File: config.mk
export PLATFORM = sky130hd
export DESIGN_NAME = sv_mm_flat
export DESIGN_NICKNAME = d
export VERILOG_FILES = /design/src/rtl/sv_mm_if.sv /design/src/rtl/sv_mm.sv /design/src/flat_wrapper.sv
export SDC_FILE = /design/constraint.sdc
export NUM_CORES = 2
export LEC_CHECK = 0
export CORE_MARGIN = 2
export CORE_UTILIZATION = 54
export CTS_CLUSTER_SIZE = 25
export DETAILED_ROUTE_END_ITERATION = 16
export GPL_ROUTABILITY_DRIVEN = 0
export GPL_TIMING_DRIVEN = 0
export PLACE_DENSITY = 0.88
export SLEW_MARGIN = 5
export SYNTH_ARGS = -nofsm -noshare
export SYNTH_HDL_FRONTEND = slang
export SYNTH_SLANG_ARGS = --single-unit
File: constraint.sdc
create_clock -name clk_i -period 18.95 [get_ports clk_i]
set_clock_uncertainty 0.1 [all_clocks]
set_input_delay 1.895 -clock clk_i [delete_from_list [all_inputs] [get_ports clk_i]]
set_output_delay 1.895 -clock clk_i [all_outputs]
set_load 0.005 [all_outputs]
File: src/rtl/sv_mm_if.sv
// Operand/result handshake bundle for the sv_mm modular multiplier.
// Operands move on start_i/ready_o; the result moves on valid_o/res_ready_i.
interface sv_mm_if #(
    parameter int DATA_WIDTH = 128
);
    logic                  start_i;
    logic                  ready_o;
    logic [DATA_WIDTH-1:0] q_i;
    logic [DATA_WIDTH-1:0] a_i;
    logic [DATA_WIDTH-1:0] b_i;
    logic [DATA_WIDTH-1:0] res_o;
    logic                  valid_o;
    logic                  res_ready_i;

    modport master (
        output start_i, q_i, a_i, b_i, res_ready_i,
        input  ready_o, res_o, valid_o
    );

    modport slave (
        input  start_i, q_i, a_i, b_i, res_ready_i,
        output ready_o, res_o, valid_o
    );
endinterface

File: src/rtl/sv_mm.sv
// Sequential MSB-first shift-add modular multiplier: res = (a * b) mod q,
// one multiplier bit per clock, fixed DATA_WIDTH-cycle latency.
module sv_mm #(
    parameter int DATA_WIDTH = 128
) (
    input  logic       clk_i,
    input  logic       rst_i,
    sv_mm_if.slave     bus,
    output logic [1:0] state_o
);
    // Handshakes: operands transfer on an edge where start_i && ready_o;
    // the result transfers on an edge where valid_o && res_ready_i, and
    // valid_o/res_o hold stable until then. start_i outside IDLE is ignored.
    localparam int CW = $clog2(DATA_WIDTH);

    typedef enum logic [1:0] {
        IDLE = 2'd0,
        CALC = 2'd1,
        DONE = 2'd2
    } state_t;

    state_t                state, state_nx;
    logic [DATA_WIDTH-1:0] q_r, a_r, b_r, acc, res_r;
    logic [CW-1:0]         cnt;
    logic                  valid_r;
    logic                  accept, last, res_take;
    logic [DATA_WIDTH:0]   t1_raw, t1, t2_raw, t2, q_ext, a_add;

    always_ff @(posedge clk_i or posedge rst_i) begin
        if (rst_i) state <= IDLE;
        else       state <= state_nx;
    end

    always_comb begin
        state_nx = state;
        accept   = 1'b0;
        last     = 1'b0;
        res_take = 1'b0;
        case (state)
            IDLE: if (bus.start_i) begin
                accept   = 1'b1;
                state_nx = CALC;
            end
            CALC: if (cnt == '0) begin
                last     = 1'b1;
                state_nx = DONE;
            end
            DONE: if (bus.res_ready_i) begin
                res_take = 1'b1;
                state_nx = IDLE;
            end
            default: state_nx = IDLE;
        endcase
    end

    // One extra bit keeps 2*acc and t1+a exact even when q is all ones.
    always_comb begin
        q_ext  = {1'b0, q_r};
        a_add  = b_r[cnt] ? {1'b0, a_r} : '0;
        t1_raw = {acc, 1'b0};
        t1     = (t1_raw >= q_ext) ? t1_raw - q_ext : t1_raw;
        t2_raw = t1 + a_add;
        t2     = (t2_raw >= q_ext) ? t2_raw - q_ext : t2_raw;
    end

    always_ff @(posedge clk_i or posedge rst_i) begin
        if (rst_i) begin
            q_r     <= '0;
            a_r     <= '0;
            b_r     <= '0;
            acc     <= '0;
            cnt     <= '0;
            res_r   <= '0;
            valid_r <= 1'b0;
        end else if (accept) begin
            q_r <= bus.q_i;
            a_r <= bus.a_i;
            b_r <= bus.b_i;
            acc <= '0;
            cnt <= CW'(DATA_WIDTH - 1);
        end else if (state == CALC) begin
            acc <= t2[DATA_WIDTH-1:0];
            if (last) begin
                res_r   <= t2[DATA_WIDTH-1:0];
                valid_r <= 1'b1;
            end else begin
                cnt <= cnt - CW'(1);
            end
        end else if (res_take) begin
            valid_r <= 1'b0;
        end
    end

    assign bus.ready_o = (state == IDLE);
    assign bus.valid_o = valid_r;
    assign bus.res_o   = res_r;
    assign state_o     = state;
endmodule
File: src/flat_wrapper.sv
// flat-port wrapper written by rule: the top's interface ports become plain ports
module sv_mm_flat 
#(
    parameter int DATA_WIDTH = 128
)
  (clk_i, rst_i, state_o, bus_start_i, bus_q_i, bus_a_i, bus_b_i, bus_res_ready_i, bus_ready_o, bus_res_o, bus_valid_o);
  sv_mm_if #(.DATA_WIDTH(DATA_WIDTH)) bus_i ();
  input  logic clk_i;
  input  logic rst_i;
  output logic [1:0] state_o;
  input wire logic [$bits(bus_i.start_i)-1:0] bus_start_i;
  input wire logic [$bits(bus_i.q_i)-1:0] bus_q_i;
  input wire logic [$bits(bus_i.a_i)-1:0] bus_a_i;
  input wire logic [$bits(bus_i.b_i)-1:0] bus_b_i;
  input wire logic [$bits(bus_i.res_ready_i)-1:0] bus_res_ready_i;
  output wire logic [$bits(bus_i.ready_o)-1:0] bus_ready_o;
  output wire logic [$bits(bus_i.res_o)-1:0] bus_res_o;
  output wire logic [$bits(bus_i.valid_o)-1:0] bus_valid_o;
  assign bus_i.start_i = bus_start_i;
  assign bus_i.q_i = bus_q_i;
  assign bus_i.a_i = bus_a_i;
  assign bus_i.b_i = bus_b_i;
  assign bus_i.res_ready_i = bus_res_ready_i;
  assign bus_ready_o = bus_i.ready_o;
  assign bus_res_o = bus_i.res_o;
  assign bus_valid_o = bus_i.valid_o;
  sv_mm #(.DATA_WIDTH(DATA_WIDTH)) u_core (.clk_i(clk_i), .rst_i(rst_i), .bus(bus_i), .state_o(state_o));
endmodule
==> impl_metrics.csv <==
group,metric,value,unit
sta,drv_slew,0,
grt,antenna_found_initial,16,
drt,vias_per_cell,6.458,
critical_path,crit_fanout,10,
drt,antenna_left,0,
yosys,synth_top_area_share,30.74,%
sta,setup_viol,0,
die,fp-row-count,114,
sta,period_share,93.70,%
cells_and_area,nets,8277,
yosys,ys.flop_type,"dfrtp_1",
critical_path,cp_slowest_cell,"clkbuf_1",
critical_path,r2r_cells,45,
clock_network,path_clk_slew,0.06,ns
clock_network,postCtsHoldBufs,0,
critical_path,critPathCaptureType,"register",
placement,portBuffers,519,
drt,drc,0,
clock_network,cts_tree,"done",
die,num_io_pins,520,
clock_network,ctsResizeCount,0,
clock_network,cts_num_sinks,650,
sta,hold_ws,0.3652,ns
sta,setup_tns,0,ns
placement,place_hpwl,161.4,mm
sta,max_freq,0.05632,GHz
drt,route.vias.total,57070,
cells_and_area,fin_cells,8837,
critical_path,rr_startpoint,"u_core.q_r[1]",
yosys,synthCells,6886,
critical_path,critPathLaunchType,"register",
drt,routed_wirelength,205.6,mm
critical_path,cpMostUsedCell,"a21oi_1",
die,start_util,54.64,%
clock_network,htreeDepth,3,
die,die_area,100500,µm²
critical_path,critical_path.max_stage_delay,0.94,ns
hold_path,hold_depth,2,
die,die_w,317.1,µm
yosys,synth_edf_count,0,
critical_path,cp_data_arrival_time,18.21,ns
grt,grt_pass1_vias,54030,
grt,grt_pass1_wl,305.1,mm
drt,drt_iter0_drc,8389,
drt,avgRoutedWirePerCell,23.26,µm
sta,rsz0062_at_grt,"no",
yosys,async_reset_ff_share,100.0,%
sta,slew_headroom,4.706,%
clock_network,cts_setup_buffers,0,
status,status,"completed",
grt,grt_util_all_layers,39.55,%
yosys,syn_avg_cell_area,7.685,µm²
cells_and_area,syn_to_final_growth,18.64,%
flow_run,drv_cap,0,
sta,period_minus_slack,17.76,ns
critical_path,crit_type,"register to register",
placement,place_inst,8699,
critical_path,reg2reg_setup_slack,1.19,ns
grt,grt_max_degree,43,
clock_network,cts_buffers,74,
yosys,yosysUniqueCellTypes,88,
critical_path,required,19.41,ns
sta,worst_pin_slew,1.421,ns
yosys,netlist_area,52920,µm²
die,die_h,317.1,µm
yosys,ys_seq_elements,650,
yosys,ys_top_cells_by_area,"dfrtp_1, nand2_1, ha_1, a21oi_1, o21ai_0",
yosys,synth_top_area_cell,"dfrtp_1",
clock_network,clock-root-buffer,"clkbuf_16",
yosys,yosysSeqAreaShare,30.74,%
sta,final-hold-violation-count,0,
yosys,syn-num-nets,7664,
die,core_area,96850,µm²
grt,grt-ovfl-total,0,
hold_path,holdCritPathClass,"register to register",
cells_and_area,layout_common_cells,"nand2_1, dfrtp_1, a21oi_1",
hold_path,min_to,"u_core.a_r[57]",
drt,first_pass_iters,13,
cells_and_area,layout.cells.most_common,"nand2_1",
yosys,ys_warn_count,0,
cells_and_area,drive_gt1_share,3.903,%
hold_path,hold_start,"u_core.a_r[57]",
clock_network,clk_latency,0.68,ns
clock_network,clock_path_buffers,3,
critical_path,r2r-end,"u_core.bus.res_o[124]",
[through the flow]
step                      util, %  area, µm²  worst slack, ns
after floorplan                 -      52920            8.072
after global placement      61.66      59710            2.356
after detailed placement    62.05      60100            2.733
after CTS                   64.81      62770            2.654
after global routing        64.82      62780            1.589
final                       64.83      62790            1.194
[metal layers]
layer  global-route usage [%]  up-vias  wire length, µm
met3                    14.33     1063            30080
met4                    25.85       26            16010
met5                        0        -              236
met1                    48.19    26430            73570
met2                    59.00     4235            85680
li1                         -    25310                -
[critical path, delay by kind of cell (launching register included)]
| family | cells | cell delay [ns] |
|---|---|---|
| and+or+nand+nor | 11 | 3.60 |
| adders and majority gates | 3 | 0.93 |
| muxes | 2 | 0.78 |
| AOI/OAI and AO/OA | 22 | 8.60 |
| buffers and inverters | 5 | 2.87 |
| xor gates and xnor gates | 2 | 0.31 |
| DFF | 1 | 0.40 |
[Yosys cell counts, types with 19 or more instances]
master	number
nand2_1	1614
dfrtp_1	650
a21oi_1	592
o21ai_0	547
ha_1	387
clkbuf_1	364
nor2_1	291
inv_1	255
xnor2_1	226
o21ai_1	217
nand4_1	167
nor2b_1	167
a21o_1	158
xor2_1	148
mux2i_1	112
o21bai_1	100
nand3_1	88
nor3_1	77
o21a_1	61
nand2b_1	43
mux4_2	42
a31oi_1	41
o31ai_1	39
a211oi_1	37
and3_1	35
o211ai_1	28
or3_1	26
nor4_1	25
mux2_2	22
a22o_1	21
and2_1	21
a221oi_1	19
[state kept, by name, indices dropped and copies added (netlist names)]
| signal | flops |
|---|---|
| u_core.q_r | 128 |
| u_core.acc | 128 |
| u_core.b_r | 128 |
| u_core.a_r | 128 |
| u_core.state_o | 2 |
| u_core.bus.res_o | 128 |
| u_core.cnt | 7 |
| u_core.bus.valid_o | 1 |
[kinds of logic (layout without fill, tap and decap cells)]
| kind of cell | count (synthesis) | in the layout | synth area share [%] |
|---|---|---|---|
| DFF | 650 | 650 | 30.74 |
| and+or+nand+nor | 2623 | 2623 | 21.81 |
| AOI/OAI and AO/OA | 1994 | 1994 | 22.25 |
| buffers and inverters | 656 | 1328 | 4.788 |
| muxes | 199 | 199 | 4.963 |
| other | 0 | 3 | 0 |
| adders and majority gates | 390 | 390 | 9.264 |
| xor gates and xnor gates | 374 | 374 | 6.190 |
[worst max path at each step]
stage | startpoint | end | slack [ns] | cells after the start
after floorplan | rst_i | u_core.a_r[0] | 8.07 | 1
after global placement | u_core.q_r[1] | u_core.bus.res_o[124] | 2.36 | 45
after detailed placement | u_core.q_r[1] | u_core.bus.res_o[124] | 2.73 | 46
after CTS | u_core.q_r[1] | u_core.bus.res_o[124] | 2.65 | 46
after global routing | u_core.q_r[1] | u_core.bus.res_o[124] | 1.59 | 46
final | u_core.q_r[1] | u_core.bus.res_o[124] | 1.19 | 45
[area by class of cell]
type | count | area (µm²)
antenna | 3 | 7.507
sequential | 650 | 16270
timing repair buffer | 537 | 5555
clock inverter | 42 | 629.4
fill | 7813 | 34070
tap | 1276 | 1597
clock buffer | 93 | 2044
multi-input combinational | 5580 | 34140
buffer | 401 | 1584
inverter | 255 | 960.9
Power is not shown: default switching activity piles up to over one toggle a cycle in this logic, so the estimate is an artifact.
